### src/rtl/vx_cta_scheduler_pkg.sv
// Shared types for the CTA scheduler: the descriptor carried from the kernel
// management unit to the cores, the scheduler FSM states, and the warp-need rule.
package vx_cta_scheduler_pkg;

  typedef struct packed {
    logic [7:0]  num_warps;
    logic [31:0] start_pc;
    logic [31:0] param;
    logic [15:0] cta_x;
    logic [15:0] cta_y;
    logic [15:0] cta_z;
    logic [31:0] cta_id;
    logic [7:0]  remain_mask;
  } cta_req_t;

  localparam int CTA_REQ_W = $bits(cta_req_t);

  typedef enum logic [1:0] {
    CTA_IDLE  = 2'd0,
    CTA_HOLD  = 2'd1,
    CTA_ISSUE = 2'd2
  } cta_state_e;

  // A CTA that asks for zero warps still occupies one slot.
  function automatic logic [31:0] cta_need(input cta_req_t req);
    return (req.num_warps == '0) ? 32'd1 : {24'd0, req.num_warps};
  endfunction

endpackage

### src/rtl/vx_cta_scheduler_if.sv
// Bundle of the descriptor input stream, the per-core dispatch bus, the
// per-core completion reports and the status flags of the CTA scheduler.
interface vx_cta_scheduler_if #(
  parameter int NUM_CORES = 4,
  parameter int NUM_WARPS = 4
);
  import vx_cta_scheduler_pkg::*;

  localparam int NW_BITS = $clog2(NUM_WARPS + 1);

  logic                         in_valid;
  cta_req_t                     in_data;
  logic                         in_ready;
  logic [NUM_CORES-1:0]         out_valid;
  cta_req_t                     out_data;
  logic [NUM_CORES-1:0]         out_ready;
  logic [NUM_CORES-1:0]         done_valid;
  logic [NUM_CORES*NW_BITS-1:0] done_warps;
  logic                         busy;
  logic                         err;

  modport slave (
    input  in_valid, in_data, out_ready, done_valid, done_warps,
    output in_ready, out_valid, out_data, busy, err
  );

  modport master (
    output in_valid, in_data, out_ready, done_valid, done_warps,
    input  in_ready, out_valid, out_data, busy, err
  );

endinterface

### src/rtl/vx_cta_scheduler_rr_find_first.sv
// Round-robin picker: returns the first eligible core at or after the pointer,
// wrapping around to the lowest eligible core below it.
module vx_rr_find_first #(
  parameter  int NUM_CORES = 4,
  localparam int PTR_W     = (NUM_CORES > 1) ? $clog2(NUM_CORES) : 1
) (
  input  logic [NUM_CORES-1:0] i_elig,
  input  logic [PTR_W-1:0]     i_rr_ptr,
  output logic [PTR_W-1:0]     o_sel,
  output logic                 o_sel_valid
);

  // Lowest eligible core overall, overridden by the lowest one at or after the pointer.
  always_comb begin
    o_sel       = '0;
    o_sel_valid = 1'b0;
    for (int i = NUM_CORES - 1; i >= 0; i--) begin
      if (i_elig[i]) begin
        o_sel       = PTR_W'(i);
        o_sel_valid = 1'b1;
      end
    end
    for (int i = NUM_CORES - 1; i >= 0; i--) begin
      if (i_elig[i] && (PTR_W'(i) >= i_rr_ptr)) begin
        o_sel = PTR_W'(i);
      end
    end
  end

endmodule

### src/rtl/vx_cta_scheduler.sv
// CTA scheduler: holds one descriptor at a time, dispatches it to a core with
// enough free warp slots (round-robin among eligible cores) and tracks the
// free-warp count of every core as CTAs are dispatched and retired.
module vx_cta_scheduler
  import vx_cta_scheduler_pkg::*;
#(
  parameter int NUM_CORES = 4,
  parameter int NUM_WARPS = 4
) (
  input logic               clk,
  input logic               reset,
  vx_cta_scheduler_if.slave bus
);

  localparam int NW_BITS = $clog2(NUM_WARPS + 1);
  localparam int PTR_W   = (NUM_CORES > 1) ? $clog2(NUM_CORES) : 1;

  cta_state_e           r_state;
  cta_state_e           w_next_state;
  cta_req_t             r_hold;
  cta_req_t             r_out_data;
  logic [NUM_CORES-1:0] r_out_valid;
  logic [NW_BITS-1:0]   r_free [NUM_CORES];
  logic [PTR_W-1:0]     r_rr_ptr;
  logic [PTR_W-1:0]     r_sel;
  logic                 r_err;

  logic [31:0]          w_need;
  logic                 w_too_big;
  logic [NUM_CORES-1:0] w_elig;
  logic [PTR_W-1:0]     w_sel;
  logic                 w_sel_valid;
  logic                 w_dispatch;
  logic                 w_drop;
  logic                 w_retire;
  logic [31:0]          w_sum [NUM_CORES];
  logic [NW_BITS-1:0]   w_next_free [NUM_CORES];
  logic [NUM_CORES-1:0] w_overflow;
  logic                 w_not_full;

  assign w_need    = cta_need(r_hold);
  assign w_too_big = w_need > 32'(NUM_WARPS);

  vx_rr_find_first #(.NUM_CORES(NUM_CORES)) u_rr (
    .i_elig      (w_elig),
    .i_rr_ptr    (r_rr_ptr),
    .o_sel       (w_sel),
    .o_sel_valid (w_sel_valid)
  );

  // Next-state logic and the one-cycle actions taken in each state.
  always_comb begin
    w_next_state = r_state;
    w_dispatch   = 1'b0;
    w_drop       = 1'b0;
    w_retire     = 1'b0;
    case (r_state)
      CTA_IDLE: begin
        if (bus.in_valid) w_next_state = CTA_HOLD;
      end
      CTA_HOLD: begin
        if (w_too_big) begin
          w_drop       = 1'b1;
          w_next_state = CTA_IDLE;
        end else if (w_sel_valid) begin
          w_dispatch   = 1'b1;
          w_next_state = CTA_ISSUE;
        end
      end
      CTA_ISSUE: begin
        if (bus.out_ready[r_sel]) begin
          w_retire     = 1'b1;
          w_next_state = CTA_IDLE;
        end
      end
      default: w_next_state = CTA_IDLE;
    endcase
  end

  // Per-core eligibility and net free-warp update (+completion -dispatch, clamped).
  always_comb begin
    w_not_full = 1'b0;
    for (int i = 0; i < NUM_CORES; i++) begin
      w_elig[i]      = {{(32-NW_BITS){1'b0}}, r_free[i]} >= w_need;
      w_sum[i]       = {{(32-NW_BITS){1'b0}}, r_free[i]}
                     + (bus.done_valid[i] ? {{(32-NW_BITS){1'b0}}, bus.done_warps[i*NW_BITS +: NW_BITS]} : 32'd0)
                     - ((w_dispatch && (w_sel == PTR_W'(i))) ? w_need : 32'd0);
      w_overflow[i]  = w_sum[i] > 32'(NUM_WARPS);
      w_next_free[i] = w_overflow[i] ? NW_BITS'(NUM_WARPS) : w_sum[i][NW_BITS-1:0];
      if (r_free[i] != NW_BITS'(NUM_WARPS)) w_not_full = 1'b1;
    end
  end

  // FSM state register.
  always_ff @(posedge clk) begin
    if (reset) r_state <= CTA_IDLE;
    else       r_state <= w_next_state;
  end

  // Datapath registers: hold buffer, dispatch outputs, counters, pointer and sticky error.
  always_ff @(posedge clk) begin
    if (reset) begin
      r_hold      <= '0;
      r_out_data  <= '0;
      r_out_valid <= '0;
      r_rr_ptr    <= '0;
      r_sel       <= '0;
      r_err       <= 1'b0;
      for (int i = 0; i < NUM_CORES; i++) r_free[i] <= NW_BITS'(NUM_WARPS);
    end else begin
      for (int i = 0; i < NUM_CORES; i++) r_free[i] <= w_next_free[i];
      if ((r_state == CTA_IDLE) && bus.in_valid) r_hold <= bus.in_data;
      if (w_dispatch) begin
        r_out_valid <= NUM_CORES'(1) << w_sel;
        r_out_data  <= r_hold;
        r_sel       <= w_sel;
      end
      if (w_retire) begin
        r_out_valid <= '0;
        r_rr_ptr    <= (r_sel == PTR_W'(NUM_CORES - 1)) ? '0 : r_sel + PTR_W'(1);
      end
      if (w_drop || (|w_overflow)) r_err <= 1'b1;
    end
  end

  assign bus.in_ready  = (r_state == CTA_IDLE);
  assign bus.out_valid = r_out_valid;
  assign bus.out_data  = r_out_data;
  assign bus.busy      = (r_state != CTA_IDLE) || w_not_full;
  assign bus.err       = r_err;

endmodule
### src/flat_wrapper.sv
// flat-port wrapper written by rule: the top's interface ports become plain ports
module vx_cta_scheduler_flat import vx_cta_scheduler_pkg::*;
#(
  parameter int NUM_CORES = 4,
  parameter int NUM_WARPS = 4
)
  (clk, reset, bus_in_valid, bus_in_data, bus_out_ready, bus_done_valid, bus_done_warps, bus_in_ready, bus_out_valid, bus_out_data, bus_busy, bus_err);
  vx_cta_scheduler_if #(.NUM_CORES(NUM_CORES), .NUM_WARPS(NUM_WARPS)) bus_i ();
  input logic clk;
  input logic reset;
  input wire logic [$bits(bus_i.in_valid)-1:0] bus_in_valid;
  input wire logic [$bits(bus_i.in_data)-1:0] bus_in_data;
  input wire logic [$bits(bus_i.out_ready)-1:0] bus_out_ready;
  input wire logic [$bits(bus_i.done_valid)-1:0] bus_done_valid;
  input wire logic [$bits(bus_i.done_warps)-1:0] bus_done_warps;
  output wire logic [$bits(bus_i.in_ready)-1:0] bus_in_ready;
  output wire logic [$bits(bus_i.out_valid)-1:0] bus_out_valid;
  output wire logic [$bits(bus_i.out_data)-1:0] bus_out_data;
  output wire logic [$bits(bus_i.busy)-1:0] bus_busy;
  output wire logic [$bits(bus_i.err)-1:0] bus_err;
  assign bus_i.in_valid = bus_in_valid;
  assign bus_i.in_data = bus_in_data;
  assign bus_i.out_ready = bus_out_ready;
  assign bus_i.done_valid = bus_done_valid;
  assign bus_i.done_warps = bus_done_warps;
  assign bus_in_ready = bus_i.in_ready;
  assign bus_out_valid = bus_i.out_valid;
  assign bus_out_data = bus_i.out_data;
  assign bus_busy = bus_i.busy;
  assign bus_err = bus_i.err;
  vx_cta_scheduler #(.NUM_CORES(NUM_CORES), .NUM_WARPS(NUM_WARPS)) u_core (.clk(clk), .reset(reset), .bus(bus_i));
endmodule
### config.mk
export PLATFORM = sky130hd
export DESIGN_NAME = vx_cta_scheduler_flat
export DESIGN_NICKNAME = d
export VERILOG_FILES = /design/src/rtl/vx_cta_scheduler_pkg.sv /design/src/rtl/vx_cta_scheduler_if.sv /design/src/rtl/vx_cta_scheduler_rr_find_first.sv /design/src/rtl/vx_cta_scheduler.sv /design/src/flat_wrapper.sv
export SDC_FILE = /design/constraint.sdc
export NUM_CORES = 1
export LEC_CHECK = 0
export BUFFER_PORTS_ARGS = -buffer_cell sky130_fd_sc_hd__buf_2
export CAP_MARGIN = 20
export CORE_MARGIN = 2
export CORE_UTILIZATION = 53
export CTS_CLUSTER_DIAMETER = 100
export CTS_CLUSTER_SIZE = 28
export DETAILED_ROUTE_END_ITERATION = 8
export GPL_TIMING_DRIVEN = 0
export PLACE_DENSITY_LB_ADDON = 0.1
export SYNTH_ARGS = -nofsm -noshare
export SYNTH_HDL_FRONTEND = slang
export SYNTH_SLANG_ARGS = --single-unit
### constraint.sdc
create_clock -name clk -period 6.8 [get_ports clk]
set_input_delay 0.34 -clock clk [delete_from_list [all_inputs] [get_ports clk]]
set_output_delay 0.34 -clock clk [all_outputs]
set_load 0.05 [all_outputs]
==> metrics.csv <==
metric;value;unit
vias in the first global route;11467;
Comb pwr share;0.155;
Switching Fraction;0.2825;
Max Buffers Root-to-Sink;3;
Sum Neg Setup Slack;0;ns
DRC Markers;0;
setup bufs post-CTS;0;
Hold Path Stages;3;
hold path startpoint;bus_in_data[4];
max-slew violation count;0;
total power;3.826;mW
TritonCTS buffer count;16;
worst-path fanout max;10;
first-pass GRT wire length;58060;um
cts hold-fix bufs;0;
fin crit share;0.8481;
Worst Hold Class;input port to flip-flop;
Resize count post-CTS;0;
Clock Power Share;0.285;
Reg2Reg Depth;21;
post-synthesis cell area;13230;um2
RSZ-0062 raised after global routing;false;
via count;12173;
WL/cell;15.73;um
Synth top area share;0.5189;
Post-synth EDFFs;0;
minimum clock period;5.767;ns
Via density;5.147;
commonest non-fill, non-tap cell in the layout;nand2_1;
critical path required time;7.21;ns
initial antenna violation count;12;
Final Hold Vio Count;0;
First DRT Iteration DRCs;798;
clk_skew;0.01906;ns
htree depth;1;
CP startpoint;u_core.r_hold[156]$_SDFFE_PP0P_;
Rel. slew slack;0.4186;
synth-to-layout area growth;20.09;%
final-stage net count;2264;
Total GRT Usage;0.2744;
Synth async-reset ratio;0;
Final ANT Viol Nets;0;
sequential share of the synthesized area;0.5189;
Worst Tran Pin Value;0.8721;ns
largest net degree at the start of global routing;29;
Setup-failing EPs final;0;
Synth area leaders;dfxtp_1 (52%), nand2_1 (18%), a21oi_1 (12%);
Net Switching;1.081;mW
Starting Density;0.5425;
Cell Int Power;2.745;mW
most frequent cells in the layout;nand2_1 (651), buf_2 (364), dfxtp_1 (343);
Data arrival, critical path;6.18;ns
f_max;173.4;MHz
layout cells sized above 1;0.2013;
library cells used by synthesis;53;
clk sink count;343;
top cell type by total area after synthesis;dfxtp_1;
synthesis warning total;0;
Yosys reg bits;343;
maximum vdd drop;0.2366;mV
pwr dens;240.8;nW/um2
Pleak;6.777;nW
Ports;350;
status;finished clean;
core area;24390;um2
Seq pwr share;0.561;
grt ovf;0;
CTS tree;done;
First-pass DRT Iterations;6;
DPL Wire Length;27940;um
Avg Cell Area, Syn;7.981;um2
Total Routed Length;37200;um
RD Place Congestion;0.8685;
Max Cap Viol;0;
dominant synthesized flop cell;dfxtp_1;
CTS root buf;clkbuf_16;
width of the die;162.0;um
die area;26250;um2
Worst-path clk slew;0.11;ns
Startpoint Class;flip-flop;
Crit Reg-Reg Startpoint;u_core.r_hold[156]$_SDFFE_PP0P_;
Post-Syn Instances;1658;
CP Class;flip-flop to flip-flop;
height of the die;162.0;um
Port Buf Inserts;348;
clk_lat worst skew;0.51;ns
crit path capture type;flip-flop;
Rows;57;
## cells in the mapped netlist (2+ instances only)
library cell    n
nand2_1       651
dfxtp_1       343
a21oi_1       325
clkbuf_1       79
inv_1          39
ha_1           37
and2_1         18
nor2_1         18
buf_2          16
buf_4          12
fa_1           12
nor2b_1         9
o21ai_0         8
nor3b_1         7
nor4_1          7
a21o_1          6
a31oi_1         6
nand2b_1        6
nor3_1          6
nand3b_1        4
a31o_2          3
nand3_1         3
o221ai_1        3
or3_1           3
a22o_1          2
and3_1          2
o21a_1          2
o21ai_1         2
o2bb2ai_1       2
or4b_2          2
xnor2_1         2
xor2_1          2
## layout make-up
| class | count | area (um2) |
|---|---|---|
| Timing Repair Buffer | 349 | 1749 |
| Inverter | 39 | 146.4 |
| Fill cell | 2249 | 8499 |
| Buffer | 109 | 481.7 |
| Antenna cell | 9 | 22.52 |
| Clock buffer | 17 | 425.4 |
| Clock inverter | 1 | 30.03 |
| Tap cell | 324 | 405.4 |
| Sequential cell | 343 | 6867 |
| Multi-Input combinational cell | 1174 | 5764 |
## layer usage
layer | global-route usage | part of all wire | routed length, um
met5 | 0 | 0.0010 | 38
met2 | 0.4605 | 0.47 | 17350
met1 | 0.3505 | 0.42 | 15720
met4 | 0.09574 | 0.032 | 1172
met3 | 0.06027 | 0.079 | 2921
## power groups by stage
stage               clock (mW)  combinational, mW  sequential, mW
floorplan                    0              0.326            2.25
global placement             0              0.577            2.19
detailed placement           0              0.590            2.19
CTS                       1.11              0.592            2.14
global route              1.18              0.656            2.16
finish                    1.09              0.591            2.15
## state kept, by name, summed over array words and instances, names as in the netlist
signal / cells
u_core.r_sel: 2
u_core.r_free: 12
u_core.r_state: 2
u_core.bus.out_data: 160
u_core.bus.err: 1
u_core.r_hold: 160
u_core.r_rr_ptr: 2
u_core.bus.out_valid: 4
## stage by stage
stage          cells  area [um2]  worst slack (ns)    util  hold slack, ns
4_1_cts         2356       15870             1.084  0.6506         0.02845
2_1_floorplan   1665       13260             1.808       -          0.4321
3_3_place_gp    2337       15410             1.011  0.6316          0.4361
3_5_place_dp    2338       15410             1.094  0.6319          0.4398
5_1_grt         2363       15890            0.6308  0.6513         0.03774
6_report        2365       15890             1.033  0.6515         0.04983
## logic make-up after synthesis
kind of cell,share of synthesized area
other,0.0002834
buffers and inverters,0.04747
muxes,0.003309
xor gates and xnor gates,0.002648
adders and majority gates,0.05314
AOI/OAI and AO/OA,0.1465
DFF,0.5189
and+or+nand+nor,0.2278
## worst max-delay path, stage by stage (launching register included)
cell	delay [ns]
dfxtp_1	0.33
or4_4	0.57
nor2_1	0.29
a31oi_1	0.23
inv_1	0.19
ha_1	0.26
nor2b_1	0.13
o21ai_1	0.18
nor4_1	0.42
nor2b_1	0.08
buf_2	0.19
buf_4	0.20
nand2_1	0.17
nor3_1	0.09
fa_1	0.51
inv_1	0.07
ha_1	0.31
a21oi_1	0.15
nor2b_1	0.09
or4b_2	0.61
a31o_2	0.28
or3_1	0.31
## path summary, 6_finish.rpt
path / to / slack, ns
max: u_core.r_free[2][2]$_SDFF_PP1_ / 1.03
min: u_core.r_hold[4]$_SDFFE_PP0P_ / 0.05
max reg2reg: u_core.r_free[2][2]$_SDFF_PP1_ / 1.03
min reg2reg: u_core.bus.out_data[138]$_SDFFE_PP0N_ / 0.43
(Power assumes the default switching activity.)
